## src/rtl/ai_pkg.sv

```systemverilog
// rtl/ai_pkg.sv - shared states, accelerator register map and board constants for the AI shot sequencer
package ai_pkg;

  localparam int         CELLS   = 100;
  localparam logic [6:0] NO_CELL = 7'd127;

  localparam logic [2:0] AI_ADDR_START    = 3'd0;
  localparam logic [2:0] AI_ADDR_FIRED_LO = 3'd1;
  localparam logic [2:0] AI_ADDR_FIRED_HI = 3'd2;
  localparam logic [2:0] AI_ADDR_HITS_LO  = 3'd3;
  localparam logic [2:0] AI_ADDR_HITS_HI  = 3'd4;
  localparam logic [2:0] AI_ADDR_SHIPS    = 3'd5;

  typedef enum logic [3:0] {
    S_IDLE,
    S_WR_F0,
    S_WR_F1,
    S_WR_H0,
    S_WR_H1,
    S_WR_SH,
    S_START,
    S_BUSY,
    S_READ,
    S_CHECK,
    S_SCAN,
    S_DONE
  } state_t;

endpackage

```

## src/rtl/ai_free_scan.sv

```systemverilog
// rtl/ai_free_scan.sv - walks the board one cell per cycle and reports the first unfired cell
module ai_free_scan #(
  parameter int CELLS = 100
) (
  input  logic             i_clk,
  input  logic             i_rst_n,
  input  logic             i_start,
  input  logic [CELLS-1:0] i_fired,
  output logic             o_done,
  output logic [6:0]       o_idx
);
  import ai_pkg::*;

  logic       r_run;
  logic [6:0] r_pos;
  logic       w_free;
  logic       w_last;

  assign w_free = !i_fired[r_pos];
  assign w_last = (r_pos == 7'(CELLS - 1));
  assign o_done = r_run && (w_free || w_last);
  assign o_idx  = w_free ? r_pos : NO_CELL;

  always_ff @(posedge i_clk or negedge i_rst_n) begin
    if (!i_rst_n) begin
      r_run <= 1'b0;
      r_pos <= 7'd0;
    end else if (i_start) begin
      r_run <= 1'b1;
      r_pos <= 7'd0;
    end else if (r_run) begin
      if (o_done) r_run <= 1'b0;
      else        r_pos <= r_pos + 7'd1;
    end
  end

endmodule

```

## src/rtl/ai_shot_sequencer.sv

```systemverilog
// rtl/ai_shot_sequencer.sv - owns the computer player's board and drives the density accelerator per shot
module ai_shot_sequencer #(
  parameter int TIMEOUT_CYCLES = 2047,
  parameter int CELLS          = 100
) (
  input  logic        i_clock,
  input  logic        i_reset_n,
  input  logic        i_new_game,
  input  logic        i_shot_req,
  output logic        o_shot_valid,
  output logic [6:0]  o_shot_idx,
  output logic        o_fallback,
  input  logic        i_result_valid,
  input  logic [6:0]  i_result_idx,
  input  logic        i_result_hit,
  input  logic        i_sunk_valid,
  input  logic [2:0]  i_sunk_id,
  output logic        o_busy,
  output logic        o_err_drop,
  output logic [2:0]  o_ai_addr,
  output logic        o_ai_write,
  output logic        o_ai_read,
  output logic [63:0] o_ai_wdata,
  input  logic        i_ai_waitreq,
  input  logic [63:0] i_ai_rdata
);
  import ai_pkg::*;

  localparam int CNT_W = $clog2(TIMEOUT_CYCLES + 1);

  state_t             r_state, w_next;
  logic [CELLS-1:0]   r_fired, r_hits;
  logic [4:0]         r_ships;
  logic               r_err_drop, r_abort, r_req_pend, r_seen;
  logic [CNT_W-1:0]   r_cnt;
  logic [6:0]         r_rd_idx, r_shot_idx;
  logic               r_fallback;
  logic               w_abort, w_upd, w_cand_ok;
  logic               w_scan_start, w_scan_done;
  logic [6:0]         w_scan_idx;
  logic               w_is_wr;
  logic [2:0]         w_wr_addr;
  logic [63:0]        w_wr_data;
  state_t             w_wr_next;
  logic               w_unused_rdata;

  assign w_unused_rdata = ^i_ai_rdata[63:7];
  assign w_abort   = r_abort || (i_new_game && (r_state != S_IDLE));
  assign w_upd     = i_result_valid || i_sunk_valid || i_new_game;
  assign w_cand_ok = (r_rd_idx < 7'(CELLS)) && !r_fired[r_rd_idx];

  assign o_busy     = (r_state != S_IDLE);
  assign o_err_drop = r_err_drop;
  assign o_shot_idx = r_shot_idx;
  assign o_fallback = r_fallback;

  ai_free_scan #(.CELLS(CELLS)) u_scan (
    .i_clk   (i_clock),
    .i_rst_n (i_reset_n),
    .i_start (w_scan_start),
    .i_fired (r_fired),
    .o_done  (w_scan_done),
    .o_idx   (w_scan_idx)
  );

  always_comb begin
    w_next       = r_state;
    w_is_wr      = 1'b0;
    w_wr_addr    = AI_ADDR_START;
    w_wr_data    = 64'd0;
    w_wr_next    = S_IDLE;
    w_scan_start = 1'b0;
    o_ai_addr    = 3'd0;
    o_ai_write   = 1'b0;
    o_ai_read    = 1'b0;
    o_ai_wdata   = 64'd0;
    o_shot_valid = 1'b0;
    case (r_state)
      S_IDLE:  if ((i_shot_req || r_req_pend) && !w_upd) w_next = S_WR_F0;
      S_WR_F0: begin
        w_is_wr = 1'b1; w_wr_addr = AI_ADDR_FIRED_LO;
        w_wr_data = {14'd0, r_fired[49:0]}; w_wr_next = S_WR_F1;
      end
      S_WR_F1: begin
        w_is_wr = 1'b1; w_wr_addr = AI_ADDR_FIRED_HI;
        w_wr_data = {14'd0, r_fired[99:50]}; w_wr_next = S_WR_H0;
      end
      S_WR_H0: begin
        w_is_wr = 1'b1; w_wr_addr = AI_ADDR_HITS_LO;
        w_wr_data = {14'd0, r_hits[49:0]}; w_wr_next = S_WR_H1;
      end
      S_WR_H1: begin
        w_is_wr = 1'b1; w_wr_addr = AI_ADDR_HITS_HI;
        w_wr_data = {14'd0, r_hits[99:50]}; w_wr_next = S_WR_SH;
      end
      S_WR_SH: begin
        w_is_wr = 1'b1; w_wr_addr = AI_ADDR_SHIPS;
        w_wr_data = {59'd0, r_ships}; w_wr_next = S_START;
      end
      S_START: begin
        w_is_wr = 1'b1; w_wr_addr = AI_ADDR_START; w_wr_next = S_BUSY;
      end
      S_BUSY: begin
        // An aborted shot still lets the accelerator finish before returning to idle.
        if (r_seen && !i_ai_waitreq) begin
          w_next = w_abort ? S_IDLE : S_READ;
        end else if (r_cnt == CNT_W'(TIMEOUT_CYCLES)) begin
          w_next       = w_abort ? S_IDLE : S_SCAN;
          w_scan_start = !w_abort;
        end
      end
      S_READ: begin
        o_ai_addr = AI_ADDR_START;
        o_ai_read = !i_ai_waitreq;
        if (!i_ai_waitreq) w_next = w_abort ? S_IDLE : S_CHECK;
      end
      S_CHECK: begin
        if (w_abort)        w_next = S_IDLE;
        else if (w_cand_ok) w_next = S_DONE;
        else begin
          w_next       = S_SCAN;
          w_scan_start = 1'b1;
        end
      end
      S_SCAN: begin
        if (w_abort)          w_next = S_IDLE;
        else if (w_scan_done) w_next = S_DONE;
      end
      S_DONE: begin
        o_shot_valid = !w_abort;
        w_next       = S_IDLE;
      end
      default: w_next = S_IDLE;
    endcase
    if (w_is_wr) begin
      o_ai_addr  = w_wr_addr;
      o_ai_wdata = w_wr_data;
      o_ai_write = !i_ai_waitreq;
      if (!i_ai_waitreq) w_next = w_abort ? S_IDLE : w_wr_next;
    end
  end

  always_ff @(posedge i_clock or negedge i_reset_n) begin
    if (!i_reset_n) begin
      r_state    <= S_IDLE;
      r_abort    <= 1'b0;
      r_req_pend <= 1'b0;
      r_seen     <= 1'b0;
      r_cnt      <= '0;
      r_rd_idx   <= 7'd0;
      r_shot_idx <= 7'd0;
      r_fallback <= 1'b0;
    end else begin
      r_state    <= w_next;
      r_abort    <= w_abort && (w_next != S_IDLE);
      r_req_pend <= (r_state == S_IDLE) && (i_shot_req || r_req_pend) && w_upd;
      if (r_state == S_START) begin
        r_seen <= 1'b0;
        r_cnt  <= '0;
      end else if (r_state == S_BUSY) begin
        r_seen <= r_seen || i_ai_waitreq;
        r_cnt  <= r_cnt + CNT_W'(1);
      end
      if ((r_state == S_READ) && !i_ai_waitreq) r_rd_idx <= i_ai_rdata[6:0];
      if (w_next == S_DONE) begin
        r_shot_idx <= (r_state == S_SCAN) ? w_scan_idx : r_rd_idx;
        r_fallback <= (r_state == S_SCAN);
      end
    end
  end

  // Board edits are only trusted while idle; anything arriving mid-shot is dropped and flagged.
  always_ff @(posedge i_clock or negedge i_reset_n) begin
    if (!i_reset_n) begin
      r_fired    <= '0;
      r_hits     <= '0;
      r_ships    <= 5'b11111;
      r_err_drop <= 1'b0;
    end else if (i_new_game) begin
      r_fired    <= '0;
      r_hits     <= '0;
      r_ships    <= 5'b11111;
      r_err_drop <= 1'b0;
    end else if (r_state == S_IDLE) begin
      if (i_result_valid) begin
        if (i_result_idx < 7'(CELLS)) begin
          r_fired[i_result_idx] <= 1'b1;
          r_hits[i_result_idx]  <= i_result_hit;
        end else begin
          r_err_drop <= 1'b1;
        end
      end
      if (i_sunk_valid) begin
        if (i_sunk_id < 3'd5) r_ships[i_sunk_id] <= 1'b0;
        else                  r_err_drop <= 1'b1;
      end
    end else if (i_result_valid || i_sunk_valid) begin
      r_err_drop <= 1'b1;
    end
  end

endmodule
```

## config.mk

```make
export PLATFORM = sky130hd
export DESIGN_NAME = ai_shot_sequencer
export DESIGN_NICKNAME = d
export VERILOG_FILES = /design/src/rtl/ai_pkg.sv /design/src/rtl/ai_free_scan.sv /design/src/rtl/ai_shot_sequencer.sv
export SDC_FILE = /design/constraint.sdc
export NUM_CORES = 1
export LEC_CHECK = 0
export ABC_AREA = 1
export ABC_CLOCK_PERIOD_IN_PS = 2600
export CORE_MARGIN = 4
export CORE_UTILIZATION = 55
export CTS_BUF_LIST = sky130_fd_sc_hd__clkbuf_2 sky130_fd_sc_hd__clkbuf_4 sky130_fd_sc_hd__clkbuf_8
export DETAILED_ROUTE_END_ITERATION = 8
export PLACE_DENSITY = 0.79
export SLEW_MARGIN = 20
export SYNTH_ARGS = -nofsm -noshare
export SYNTH_HDL_FRONTEND = slang
export SYNTH_HIERARCHICAL = 1
export SYNTH_SLANG_ARGS = --single-unit
```

## constraint.sdc

```tcl
create_clock -name i_clock -period 2.6 [get_ports i_clock]
set_input_delay 0.52 -clock i_clock [delete_from_list [all_inputs] [get_ports i_clock]]
set_output_delay 0.52 -clock i_clock [all_outputs]
set_load 0.01 [all_outputs]
```

==> impl_metrics.tcl <==
set metrics [dict create \
    hold_viol_final 0 \
    final_area_sq_mm 0.0186 \
    final.min_clock_period_ns 2.92 \
    grt_pass1_wl_um 81100 \
    io_buffer_count 90 \
    core_area_sq_mm 0.0245 \
    setup-tns-final_ns -3.64 \
    viasPerCell 6.33 \
    wl_per_cell_um 22.3 \
    synth-compound-area-share_pct 14.9 \
    p_leak_uw 0.00867 \
    r2r_cells 23 \
    crit_type "reg -> reg" \
    yosys.area_share.simple_pct 31.5 \
    grt_pass1_vias 14851 \
    grt_usage_pct 36.4 \
    synthAdderAreaFrac_pct 0.180 \
    grt_max_degree 94 \
    synth_cell_types 48 \
    worst_path_max_delay_cell "dfrtp_2" \
    synth.mux.area_fraction_pct 0 \
    cp-end-kind "register" \
    synth_top_family_by_area "simple AND/OR/NAND/NOR gates" \
    cp_data_arrival_time_ns 3.39 \
    gp_congestion 0.964 \
    cts_num_sinks 247 \
    rows 57 \
    cts_max_level 2 \
    avgSynthCellArea_sq_um 7.25 \
    postSynthCellCount 1913 \
    routed_wl_um 56300 \
    ys.flop_type "dfrtp_1" \
    async_reset_ff_share_pct 100 \
    worstPathCellList "buf_12 -> buf_12 -> nor2_2 -> nor2_1 -> o21ai_1 -> nand2_1 -> nand2_1 -> nand2_1 -> inv_1 -> nand2_1 -> nand2_1 -> nand3_2 -> and2_4 -> nand2_1 -> nand2_2 -> inv_2 -> o211ai_1 -> a21oi_1 -> inv_1 -> nor3_2 -> nand3_1 -> nand2_1 -> inv_1" \
    slew_viol_final 0 \
    finalSetupViolCount 54 \
    io_pins 162 \
    hp-start "r_ships[4]" \
    startpoint_type "register" \
    cts.path.max_buffers 3 \
    placed_area_sq_mm 0.0159 \
    finalPower_uw 14700 \
    die_h_um 167 \
    antenna_left 0 \
    maxCapViolations 0 \
    cp_slowest_stage_delay_ns 0.41 \
    start_util_pct 56.5 \
    fp.dieArea_sq_mm 0.0278 \
    synthXorXnorAreaFrac_pct 0.316 \
    r2r-start "u_scan/r_pos[0]" \
    hold_class "reg -> reg" \
    min_period_over_period_pct 112 \
    layout-drive-gt1-share_pct 25.4 \
    antenna_found_initial 0 \
    drt_iter0_drc 2796 \
    worstPathMaxFanout 8 \
    worst_slack_ns -0.317 \
    crit_required_ns 3.07 \
    hold_depth 2 \
    synth_edf_count 0 \
    fp.dieW_um 167 \
    netlist_area_sq_mm 0.0139 \
    fmax_ghz 0.343 \
    grt-ovfl-total 0 \
    rr_endpoint "r_abort" \
    violations "DRC, setup timing" \
    ff2ff_setup_slack_ns -0.32 \
    cts_inserted_buffers 43 \
    peakVddDrop_uv 732 \
    seq_area_frac_synth_pct 44.6 \
    ys_seq_elements 247 \
    place_ws_ns -0.0471 \
    finClkSkew_ns 0.0244 \
    min_to "r_ships[4]" \
    drt-pass1-iter-count 9 \
    insertion_delay_ns 0.59 \
    rsz0062_at_grt "true" \
    tritoncts "done" \
    cp_common_cell "nand2_1" \
    clock-root-buffer "clkbuf_8" \
    vias 15941 \
    status "finished with violations" \
    syn_to_final_growth_pct 34.5 \
    fin_nets 2245 \
    yosys_warnings 6 \
    drc 16 \
    dp_hpwl_um 31900 \
    tightest_slew_ns 0.758 \
    power_density_mw_per_mm2 790 \
    max-slew-margin-rel_pct 49.4 \
    antennaDiodeCount 0 \
    cts.reportedPaths.clkPinSlew_ns 0.07 \
]
## layout make-up
| type | count | area (sq um) |
|---|---|---|
| timing repair buffer | 309 | 3260 |
| inverter | 147 | 616 |
| tap | 324 | 405 |
| multi-input combinational | 1413 | 7170 |
| clock buffer | 70 | 863 |
| sequential | 247 | 6190 |
| clock inverter | 10 | 136 |
| fill | 1710 | 5890 |
## how the worst max path moves through the flow
stage / start / endpoint / cells after the start
after detailed placement: u_scan/r_pos[0] / r_abort / 21
after floorplan: u_scan/r_pos[0] / r_abort / 23
final: u_scan/r_pos[0] / r_abort / 23
after CTS: r_state[3] / o_ai_wdata[21] / 6
after global placement: u_scan/r_pos[0] / r_abort / 21
after global routing: u_scan/r_pos[0] / r_abort / 23
## cell families (layout without fill, tap and decap cells)
| logic type | Yosys count | count (layout) |
|---|---|---|
| compound gates | 370 | 370 |
| xor+xnor | 5 | 5 |
| flops | 247 | 247 |
| other cells | 1 | 14 |
| buf+inv | 266 | 536 |
| simple gates | 1022 | 1022 |
| fa+ha+maj | 2 | 2 |
## placed cells by master (no fill, tap or decap), drive strengths merged
master,n
a21oi,149
dlygate4sd2,3
nand2,436
o221ai,1
a31oi,8
o2111ai,17
o21a,25
clkbuf,81
and3,1
clkinvlp,5
dlymetal6s2s,1
nor3b,3
clkdlybuf4s50,31
buf,262
xnor2,2
dfstp,5
a211oi,4
or2,1
nand3,166
and2,1
dfrtp,242
o21ai,150
nor2,345
bufinv,3
inv,143
nor3,31
xor2,3
ha,2
a221oi,4
o31ai,2
o211ai,6
a32o,3
o22ai,1
nand4,36
nor4,2
dlygate4sd3,1
conb,14
clkinv,6
## state kept, by name, summed over array words and instances, names as in the netlist
signal,cells
r_abort,1
o_shot_idx,7
r_hits,100
o_err_drop,1
r_cnt,11
u_scan/r_pos,7
r_ships,5
r_fired,100
o_fallback,1
u_scan/r_run,1
r_state,4
r_rd_idx,7
r_seen,1
r_req_pend,1
## cells in the mapped netlist (2+ instances only)
cell | number | share of area [%]
nor3b_1 | 3 | 0.16
buf_6 | 9 | 0.73
nor2_1 | 304 | 8.2
a221oi_1 | 4 | 0.25
nand2_4 | 2 | 0.16
xnor2_1 | 2 | 0.13
a31oi_1 | 8 | 0.36
nand3_1 | 164 | 5.9
dfstp_2 | 5 | 0.95
a21oi_1 | 147 | 5.3
o21ai_1 | 8 | 0.29
o211ai_1 | 6 | 0.32
nand3_2 | 2 | 0.14
nor3_1 | 29 | 1.0
o2111ai_1 | 17 | 1.1
nor4_1 | 2 | 0.090
inv_2 | 14 | 0.38
dfrtp_1 | 242 | 44
o31ai_1 | 2 | 0.11
xor2_1 | 3 | 0.19
clkbuf_1 | 67 | 1.8
buf_4 | 20 | 1.1
o21ai_0 | 142 | 5.1
nand2_1 | 432 | 12
o21a_1 | 25 | 1.4
buf_2 | 21 | 0.76
ha_1 | 2 | 0.18
nor2_2 | 40 | 1.8
clkinv_1 | 2 | 0.054
a32o_1 | 3 | 0.22
nand2_2 | 2 | 0.090
buf_1 | 2 | 0.054
inv_1 | 130 | 3.5
a211oi_1 | 4 | 0.22
nand4_1 | 35 | 1.6
## where the power goes
| part | internal, uW | total, uW | switching [uW] |
|---|---|---|---|
| logic | 2530 | 6270 | 3740 |
| clock network | 2410 | 4150 | 1740 |
| registers | 4060 | 4310 | 252 |
## per-stage QoR
stage | instances | hold slack (ns) | util (%)
after floorplan | 1926 | 0.224 | -
after global placement | 2353 | 0.454 | 64.8
after detailed placement | 2353 | 0.456 | 64.8
after CTS | 2478 | 0.408 | 71.5
after global routing | 2520 | 0.471 | 76.0
final | 2520 | 0.466 | 76.0
## what timing repair did
action                                  4_1_cts  5_1_grt
pin swaps                                    22       58
gates resized for setup                     294      169
hold buffers                                  1        0
endpoints found under the hold margin        37        0
endpoints found under the setup margin       58       78
setup buffers                                34       39
cloned                                       11       11
## critical path: cells and delay by family, from the launching register on
family | cells | cell delay (ns)
buffers and inverters | 6 | 0.56
flip-flops | 1 | 0.41
AO/OA/AOI/OAI | 3 | 0.34
AND/OR/NAND/NOR | 14 | 1.48
## routing by layer
metal / track usage [%] / vias to the layer above / wire length [um]
met5: 0 / - / 0
met4: 18.8 / 0 / 4330
met3: 11.5 / 401 / 8250
met2: 55.7 / 1368 / 24300
met1: 46.8 / 7402 / 19400
li1: - / 6770 / -
Power figures use the tool's default switching activity.
